File: src/rtl/uart_tx_seq_wb_if.sv
// Wishbone master-side bundle for the simpleuart transmit sequencer.
interface uart_tx_seq_wb_if;
  logic [3:0]  wbm_adr_o;
  logic [31:0] wbm_dat_o;
  logic [3:0]  wbm_sel_o;
  logic        wbm_we_o;
  logic        wbm_cyc_o;
  logic        wbm_stb_o;
  logic [31:0] wbm_dat_i;
  logic        wbm_ack_i;

  modport master (
    output wbm_adr_o, wbm_dat_o, wbm_sel_o, wbm_we_o, wbm_cyc_o, wbm_stb_o,
    input  wbm_dat_i, wbm_ack_i
  );

  modport slave (
    input  wbm_adr_o, wbm_dat_o, wbm_sel_o, wbm_we_o, wbm_cyc_o, wbm_stb_o,
    output wbm_dat_i, wbm_ack_i
  );
endinterface

File: src/rtl/uart_tx_seq_wb.sv
// Wishbone master that programs the simpleuart divider after reset and on request,
// then streams bytes from a local FIFO to the UART data register, with a bus timeout.
module uart_tx_seq_wb #(
  parameter int DEPTH       = 16,
  parameter int DEFAULT_DIV = 868,
  parameter int TIMEOUT     = 1024
) (
  input  logic        clk,
  input  logic        resetn,
  input  logic        in_valid,
  input  logic [7:0]  in_data,
  output logic        in_ready,
  input  logic        div_set,
  input  logic [31:0] div_value,
  input  logic        err_clr,
  output logic        busy,
  output logic        timeout_err,
  uart_tx_seq_wb_if.master wb
);
  localparam int AW = $clog2(DEPTH);
  localparam int TW = $clog2(TIMEOUT + 1);

  typedef enum logic [1:0] {INIT, IDLE, WR_DIV, WR_DAT} state_t;

  state_t        state;
  logic [7:0]    mem [DEPTH];
  logic [AW:0]   wr_ptr, rd_ptr, wr_ptr_nx, rd_ptr_nx, count_nx;
  logic          pend, pend_nx;
  logic [31:0]   pend_val;
  logic [TW-1:0] tmo_cnt;
  logic          push, pop, ack_ev, tmo_ev, end_ev;
  logic          start_div, start_dat, empty, cyc_nx, full_nx;
  logic [7:0]    head;
  logic          unused;

  assign unused    = ^wb.wbm_dat_i;
  assign head      = mem[rd_ptr[AW-1:0]];
  assign empty     = (wr_ptr == rd_ptr);
  assign push      = in_valid & in_ready;
  assign ack_ev    = wb.wbm_cyc_o & wb.wbm_ack_i;
  assign tmo_ev    = wb.wbm_cyc_o & ~wb.wbm_ack_i & (tmo_cnt == TW'(TIMEOUT - 1));
  assign end_ev    = ack_ev | tmo_ev;
  // A timed-out data write still pops its byte so the stream keeps moving.
  assign pop       = (state == WR_DAT) & end_ev;
  assign start_div = (state == INIT) | ((state == IDLE) & pend);
  assign start_dat = (state == IDLE) & ~pend & ~empty;
  assign cyc_nx    = start_div | start_dat | (wb.wbm_cyc_o & ~end_ev);
  assign pend_nx   = div_set | (pend & (state != IDLE));
  assign wr_ptr_nx = wr_ptr + {{AW{1'b0}}, push};
  assign rd_ptr_nx = rd_ptr + {{AW{1'b0}}, pop};
  assign count_nx  = wr_ptr_nx - rd_ptr_nx;
  assign full_nx   = (count_nx == (AW + 1)'(DEPTH));

  always_ff @(posedge clk) begin
    if (push) mem[wr_ptr[AW-1:0]] <= in_data;
  end

  always_ff @(posedge clk or negedge resetn) begin
    if (!resetn) begin
      state        <= INIT;
      wr_ptr       <= '0;
      rd_ptr       <= '0;
      pend         <= 1'b0;
      pend_val     <= '0;
      tmo_cnt      <= '0;
      in_ready     <= 1'b0;
      busy         <= 1'b0;
      timeout_err  <= 1'b0;
      wb.wbm_adr_o <= '0;
      wb.wbm_dat_o <= '0;
      wb.wbm_sel_o <= '0;
      wb.wbm_we_o  <= 1'b0;
      wb.wbm_cyc_o <= 1'b0;
      wb.wbm_stb_o <= 1'b0;
    end else begin
      wr_ptr       <= wr_ptr_nx;
      rd_ptr       <= rd_ptr_nx;
      in_ready     <= ~full_nx;
      busy         <= (count_nx != '0) | pend_nx | cyc_nx;
      pend         <= pend_nx;
      wb.wbm_cyc_o <= cyc_nx;
      wb.wbm_stb_o <= cyc_nx;
      wb.wbm_we_o  <= cyc_nx;
      if (div_set) pend_val <= div_value;
      // A fresh timeout outranks a simultaneous clear.
      if (tmo_ev)       timeout_err <= 1'b1;
      else if (err_clr) timeout_err <= 1'b0;

      case (state)
        INIT: begin
          state        <= WR_DIV;
          tmo_cnt      <= '0;
          wb.wbm_adr_o <= 4'h0;
          wb.wbm_dat_o <= 32'(DEFAULT_DIV);
          wb.wbm_sel_o <= 4'hF;
        end
        IDLE: begin
          tmo_cnt <= '0;
          if (pend) begin
            state        <= WR_DIV;
            wb.wbm_adr_o <= 4'h0;
            wb.wbm_dat_o <= pend_val;
            wb.wbm_sel_o <= 4'hF;
          end else if (!empty) begin
            state        <= WR_DAT;
            wb.wbm_adr_o <= 4'h4;
            wb.wbm_dat_o <= {24'h0, head};
            wb.wbm_sel_o <= 4'h1;
          end
        end
        default: begin
          if (end_ev) state   <= IDLE;
          else        tmo_cnt <= tmo_cnt + TW'(1);
        end
      endcase
    end
  end
endmodule

File: src/flat_wrapper.sv
// flat-port wrapper written by rule: the top's interface ports become plain ports
module uart_tx_seq_wb_flat 
#(
  parameter int DEPTH       = 16,
  parameter int DEFAULT_DIV = 868,
  parameter int TIMEOUT     = 1024
)
  (clk, resetn, in_valid, in_data, in_ready, div_set, div_value, err_clr, busy, timeout_err, wb_wbm_adr_o, wb_wbm_dat_o, wb_wbm_sel_o, wb_wbm_we_o, wb_wbm_cyc_o, wb_wbm_stb_o, wb_wbm_dat_i, wb_wbm_ack_i);
  uart_tx_seq_wb_if wb_i ();
  input  logic clk;
  input  logic resetn;
  input  logic in_valid;
  input  logic [7:0] in_data;
  output logic in_ready;
  input  logic div_set;
  input  logic [31:0] div_value;
  input  logic err_clr;
  output logic busy;
  output logic timeout_err;
  output wire logic [$bits(wb_i.wbm_adr_o)-1:0] wb_wbm_adr_o;
  output wire logic [$bits(wb_i.wbm_dat_o)-1:0] wb_wbm_dat_o;
  output wire logic [$bits(wb_i.wbm_sel_o)-1:0] wb_wbm_sel_o;
  output wire logic [$bits(wb_i.wbm_we_o)-1:0] wb_wbm_we_o;
  output wire logic [$bits(wb_i.wbm_cyc_o)-1:0] wb_wbm_cyc_o;
  output wire logic [$bits(wb_i.wbm_stb_o)-1:0] wb_wbm_stb_o;
  input wire logic [$bits(wb_i.wbm_dat_i)-1:0] wb_wbm_dat_i;
  input wire logic [$bits(wb_i.wbm_ack_i)-1:0] wb_wbm_ack_i;
  assign wb_wbm_adr_o = wb_i.wbm_adr_o;
  assign wb_wbm_dat_o = wb_i.wbm_dat_o;
  assign wb_wbm_sel_o = wb_i.wbm_sel_o;
  assign wb_wbm_we_o = wb_i.wbm_we_o;
  assign wb_wbm_cyc_o = wb_i.wbm_cyc_o;
  assign wb_wbm_stb_o = wb_i.wbm_stb_o;
  assign wb_i.wbm_dat_i = wb_wbm_dat_i;
  assign wb_i.wbm_ack_i = wb_wbm_ack_i;
  uart_tx_seq_wb #(.DEPTH(DEPTH), .DEFAULT_DIV(DEFAULT_DIV), .TIMEOUT(TIMEOUT)) u_core (.clk(clk), .resetn(resetn), .in_valid(in_valid), .in_data(in_data), .in_ready(in_ready), .div_set(div_set), .div_value(div_value), .err_clr(err_clr), .busy(busy), .timeout_err(timeout_err), .wb(wb_i));
endmodule
File: config.mk
export PLATFORM = sky130hd
export DESIGN_NAME = uart_tx_seq_wb_flat
export DESIGN_NICKNAME = d
export VERILOG_FILES = /design/src/rtl/uart_tx_seq_wb_if.sv /design/src/rtl/uart_tx_seq_wb.sv /design/src/flat_wrapper.sv
export SDC_FILE = /design/constraint.sdc
export NUM_CORES = 1
export LEC_CHECK = 0
export ABC_AREA = 1
export CAP_MARGIN = 20
export CORE_ASPECT_RATIO = 1.75
export CORE_UTILIZATION = 35
export CTS_BUF_LIST = sky130_fd_sc_hd__clkbuf_16
export CTS_CLUSTER_SIZE = 20
export DETAILED_ROUTE_END_ITERATION = 6
export PLACE_DENSITY = 0.62
export SLEW_MARGIN = 5
export SYNTH_ARGS = -nofsm -noshare
export SYNTH_HDL_FRONTEND = slang
export SYNTH_SLANG_ARGS = --single-unit
File: constraint.sdc
create_clock -name clk -period 3.3 [get_ports clk]
set_clock_uncertainty 0.2 [all_clocks]
set_input_delay 0.825 -clock clk [delete_from_list [all_inputs] [get_ports clk]]
set_output_delay 0.825 -clock clk [all_outputs]
set_load 0.005 [all_outputs]
== Word level (Yosys, flattened, before mapping) ==
Memory sizes are Yosys's and may differ from the RTL's.
Index checks and enable logic that the tools add are counted.
Word-level totals
  bits in registers: 100
  memory bits (writable): 128
  input bits: 78
  output and inout port bits: 46
  memories kept: 1
Memory list
  u_core.mem: words 16, width 8, read ports 1, clocked after memory_dff 0, wr ports 1, line uart_tx_seq_wb.sv:26  | logic [7:0] mem [DEPTH];
Cells by class
  add/subtract/negate cells: 4
  eq/ne operators: 8
  mux-type cells: 19
  bitwise logic cells: 22
  reduce and logical (&&, ||, !) cells: 8
Operator list (count)
  $mux 32: 2
  $pmux 32 s2: 1
  $mux 11: 2
  $mux 4: 4
  $pmux 4 s2: 2
  $add 11x1->11 const B: 1
  $eq 11x10->1 const B: 1
  $add 5x1->5: 2
  $and 1x1->1: 10
  $or 1x1->1: 7
  $mux 2: 3
  $eq 5x5->1: 1
  $eq 5x5->1 const B: 1
  $not 1->1: 5
  $reduce_bool 5->1: 1
  $sub 5x5->5: 1
  $mux 1: 4
  $pmux 2 s2: 1
  $reduce_and 2->1: 2
  $reduce_bool 2->1: 2
  $ne 3x2->1 const B: 1
  $reduce_bool 3->1: 1
  $eq 2x1->1 const B: 1
  $eq 2x2->1 const B: 1
  other kinds (4): 4

== Longest topological paths before layout ==
  depth in word-level cells: 10
  depth in mapped cells: 22

== Worst setup path after synthesis ==
Ideal clock, no wire load.
  path type: input port to flip-flop
  start: input wb_wbm_ack_i
  end: register u_core.busy
  library setup time: 0.125 ns
  data arrival time: 2.855 ns
  data required time: 2.975 ns
  slack: 0.120 ns
  cell stages on the path: 22
  cell sequence: inv_1 -> nand2_1 -> nor2_1 -> nand2_2 -> nor2_4 -> a21oi_4 -> nor2_8 -> inv_4 -> nor2_2 -> ha_1 -> ha_1 -> inv_1 -> ha_1 -> inv_1 -> o21bai_1 -> nand2_1 -> nand2_1 -> nand2_1 -> nand2_1 -> nand2_1 -> nand2_1 -> nand3_1
On the way
  longest elaborated chain between the ends: 10
  elaborated cells on any way between the ends: 14
RTL lines
  start, declared: line flat_wrapper.sv:27  | input wire logic [$bits(wb_i.wbm_ack_i)-1:0] wb_wbm_ack_i;
  $not 1->1: line uart_tx_seq_wb.sv:41  | assign tmo_ev = wb.wbm_cyc_o & ~wb.wbm_ack_i & (tmo_cnt == TW'(TIMEOUT - 1));
  $and 1x1->1 (2 in series): line uart_tx_seq_wb.sv:41
  $or 1x1->1 *: line uart_tx_seq_wb.sv:42  | assign end_ev = ack_ev | tmo_ev;
  $and 1x1->1 *: line uart_tx_seq_wb.sv:44  | assign pop = (state == WR_DAT) & end_ev;
  $add 5x1->5 *: line uart_tx_seq_wb.sv:50  | assign rd_ptr_nx = rd_ptr + {{AW{1'b0}}, pop};
  net u_core.rd_ptr_nx[1]: line uart_tx_seq_wb.sv:27  | logic [AW:0] wr_ptr, rd_ptr, wr_ptr_nx, rd_ptr_nx, count_nx;
  $sub 5x5->5 *: line uart_tx_seq_wb.sv:51  | assign count_nx = wr_ptr_nx - rd_ptr_nx;
  $reduce_bool 5->1 *: line uart_tx_seq_wb.sv:79  | busy <= (count_nx != '0) | pend_nx | cyc_nx;
  $or 1x1->1 * (2 in series): line uart_tx_seq_wb.sv:79
  end signal, assigned: line uart_tx_seq_wb.sv:79
  end, declared: line uart_tx_seq_wb.sv:16  | output logic busy,
Mark *: on every way through the listed nets, which the timed path passes. The rest lies on a longest branch.
A chain may end at the register's enable or synchronous reset.

== Worst setup path after layout ==
  start: register u_core.tmo_cnt[0]
  end: register u_core.busy
On the way
  longest elaborated chain between the ends: 9
  elaborated cells on any way between the ends: 12
RTL lines
  start, declared: line uart_tx_seq_wb.sv:30  | logic [TW-1:0] tmo_cnt;
  start signal, assigned: line uart_tx_seq_wb.sv:113  | else tmo_cnt <= tmo_cnt + TW'(1);
  $eq 11x10->1: line uart_tx_seq_wb.sv:41
  $and 1x1->1: line uart_tx_seq_wb.sv:41
  $or 1x1->1: line uart_tx_seq_wb.sv:42
  $and 1x1->1: line uart_tx_seq_wb.sv:44
  $add 5x1->5: line uart_tx_seq_wb.sv:50
  net u_core.rd_ptr_nx[1]: line uart_tx_seq_wb.sv:27
  $sub 5x5->5: line uart_tx_seq_wb.sv:51
  $reduce_bool 5->1: line uart_tx_seq_wb.sv:79
  $or 1x1->1 (2 in series): line uart_tx_seq_wb.sv:79
The timed path passes the listed nets, and every way through them passes these cells.

==> out/qor.txt <==
Outcome: finished, final reports clean
Routed via count: 6701
Slack of the critical path: 0.254 ns
Antenna violations before repair: 0
Required time at the worst-slack endpoint: 3.49 ns
Maximum fanout encountered on the critical timing path: 8
Horizontal die dimension: 128 um
Maximum number of pins on one net before global-route repair: 60
Number of different library cells in the post-synthesis netlist: 42
Number of endpoints failing setup at the final stage: 0
Cell leakage power: 4.98 nW
Number of register bits inferred by synthesis: 223
Area share of the largest cell type after synthesis: 39.6%
Die Span Y: 222 um
CTS tree: built
Most common library cell in the layout ignoring fill and taps: sky130_fd_sc_hd__nand2_1
Setup repair after global routing missed its margin: no
Detailed-route wire length: 22700 um
CP Launch Type: register
Top Family by Delay on Critical Path: adder cells
Final HPWL from detailed placement: 15300 um
Slowest stage cell, crit path: sky130_fd_sc_hd__dfrtp_2
Number of global-route vias before repair: 6778
Relative slew slack: 45.9%
Area of combinational cells with multiple inputs: 0.00284 mm2
Share of post-route cells with drive strength above 1: 9.89%
Wirelength per Cell: 15.8 um
Num rows: 80
Max Cap Viol: 0
P&R area growth vs syn: 21.6%
Mean instance size in the synthesized netlist: 10.1 um2
Hold-fix buffers at CTS: 0
Commonest non-fill, non-tap cells in the layout: sky130_fd_sc_hd__nand2_1 (226), sky130_fd_sc_hd__edfxtp_1 (128), sky130_fd_sc_hd__inv_1 (114), sky130_fd_sc_hd__dfrtp_1 (93), sky130_fd_sc_hd__nand3_1 (91)
Wire length of the first global-routing pass: 35800 um
Clock tree sinks: 223
Mapped Area: 0.00969 mm2
Number of filler cells placed in the layout: 2637
CP Data Arrival Time: 3.23 ns
Cell at the root of the clock tree: sky130_fd_sc_hd__clkbuf_16
End-of-flow core utilization: 43.3%
Routed Antenna Nets: 0
Worst hold slack across all endpoints: 0.0716 ns
Final worst-path cycle share: 92.3%
Number of warnings printed during yosys synthesis: 0
Clock buffer count from CTS: 21
Post-layout total power: 0.00953 W
Final Critical Period: 3.05 ns
Path category of the worst min-delay check: input port to asynchronous set/reset pin
Worst supply voltage drop on vdd: 0.370 mV
Core ar.: 0.0272 mm2
CP Class: register to register
Fraction of the yosys area taken by sequential cells: 64.2%
I/O Buffers: 88
Transition at the pin with the smallest max-transition slack: 0.810 ns
Net count of the finished layout: 1145
Total iterations of the first detailed-routing run: 5
Synthesized instance count: 958
Achievable Freq: 328 MHz
Most area-hungry cell type in the Yosys netlist: sky130_fd_sc_hd__edfxtp_1
Combined flip-flop and latch cell area: 0.00622 mm2
Number of slew-limit violations in the final report: 0
Clock input transition at the sequential cells of the worst setup and hold paths: 0.07 ns
Worst-Skew Late Latency: 0.51 ns
Total inserted antenna cells: 0
Setup slack at placement: -0.418 ns
I/O pin total: 124
Count of routing violations after the opening detailed-route iteration: 399
CTS H-tree depth: 1
Die Outline Area: 0.0284 mm2
Crit path largest cell delay: 0.46 ns
CP Cell Sequence: ha_1 -> inv_2 -> nor2_4 -> nand3_4 -> nor2_4 -> a21oi_4 -> nor2_8 -> inv_4 -> nor2_4 -> ha_4 -> ha_4 -> inv_1 -> ha_4 -> inv_1 -> o21bai_1 -> nand2_1 -> nand3_1 -> nand3_2 -> nor2_2 -> nand3_1
Initial Utilization: 35.6%
Buffering stage count on the worst path with inverters included: 4
Number of endpoints with negative hold slack in the final report: 0
Clock Path Buffers: 3
Final weighted congestion in routability-driven placement: 0.848
Critical path capture point type: register
Biggest area contributors in the synthesized netlist: sky130_fd_sc_hd__edfxtp_1 (40%), sky130_fd_sc_hd__dfrtp_1 (25%), sky130_fd_sc_hd__nand2_1 (8.8%)
All-layer global routing usage: 16.4%
Vias per std cell: 4.65
DRC violation count after routing: 0
Power density normalized to cell area: 809 mW/mm2
Total congestion overflow: 0
==> Yosys cell counts (all sizes together) <==
library cell and instances:
a21oi 18, and2 1, buf 31, clkbuf 15, clkinv 1, conb 1, dfrtp 95, edfxtp 128
ha 8, inv 116, mux2 5, nand2 231, nand3 96, nand3b 2, nand4 5, nor2 90
nor3 3, o211ai 7, o21a 1, o21ai 89, o21bai 2, or2 1, xnor2 5, xor2 7
==> metrics by stage <==
step,instance area [um2],instances,TNS (ns)
detailed placement,11000,1404,-0.810
finish,11800,1441,0
CTS,11700,1440,0
floorplan,9700,960,0
global placement,11000,1404,-0.714
global route,11800,1441,0
==> final timing paths <==
path	from	endpoint	slack (ns)	cells after the start
max in group asynchronous	resetn	u_core.tmo_cnt[0]$_DFFE_PN0P_	2.11	2
setup / recovery	u_core.tmo_cnt[0]$_DFFE_PN0P_	u_core.busy$_DFF_PN0_	0.25	20
hold reg to reg	u_core.wb.wbm_sel_o[0]$_DFFE_PN0P_	u_core.wb.wbm_sel_o[0]$_DFFE_PN0P_	0.26	2
setup reg to reg	u_core.tmo_cnt[0]$_DFFE_PN0P_	u_core.busy$_DFF_PN0_	0.25	20
hold / removal	resetn	u_core.pend_val[27]$_DFFE_PN0P_	0.07	1
min in group clk	u_core.wb.wbm_sel_o[0]$_DFFE_PN0P_	u_core.wb.wbm_sel_o[0]$_DFFE_PN0P_	0.26	2
==> logic make-up (layout without fill, tap and decap cells) <==
kind of cell    Yosys count  count (layout)  synth area share, %
simple gates            429             429                 19.0
other cells               1               3               0.0387
flops                   223             223                 64.2
xor+xnor                 12              12                 1.16
mux                       5               5                0.581
fa+ha+maj                 8               8                 1.03
buf+inv                 163             275                 7.37
compound gates          117             117                 6.69
==> sequential cells by signal, indices dropped and copies added, names as in the netlist, 2 cells and up <==
signal,cells
u_core.state,2
u_core.tmo_cnt,11
u_core.wb.wbm_sel_o,2
u_core.mem,128
u_core.rd_ptr,5
u_core.wr_ptr,5
u_core.wb.wbm_dat_o,32
u_core.pend_val,32
==> area by class of cell <==
| type | count | area share, % |
|---|---|---|
| clock inverters | 14 | 0.956 |
| repair buffers | 122 | 9.81 |
| inverters | 117 | 3.75 |
| well taps | 369 | 3.92 |
| multi-input cells | 574 | 24.1 |
| flip-flops and latches | 223 | 52.8 |
| clock buffers | 22 | 4.67 |
==> what timing repair did <==
item | CTS | global route
setup endpoints to repair | 0 | 2
buffers inserted | 0 | 1
gates resized for setup | 0 | 14
==> where the power goes <==
part / total (W) / switching (W) / internal [W] / leakage (nW)
sequential: 0.00381 / 0.000385 / 0.00342 / 2.33
clock: 0.00238 / 0.00102 / 0.00136 / 0.345
combinational: 0.00334 / 0.00201 / 0.00134 / 2.31
==> metal layers <==
metal  vias up  GRT usage, %  part of all wire, %
met5         -             0                    0
li1       3308             -                    -
met3        42          1.54                  3.5
met1      3199          17.3                   37
met2       152          31.6                   56
met4         0          8.08                  3.8
No activity file was read; power rests on OpenSTA's default activity.
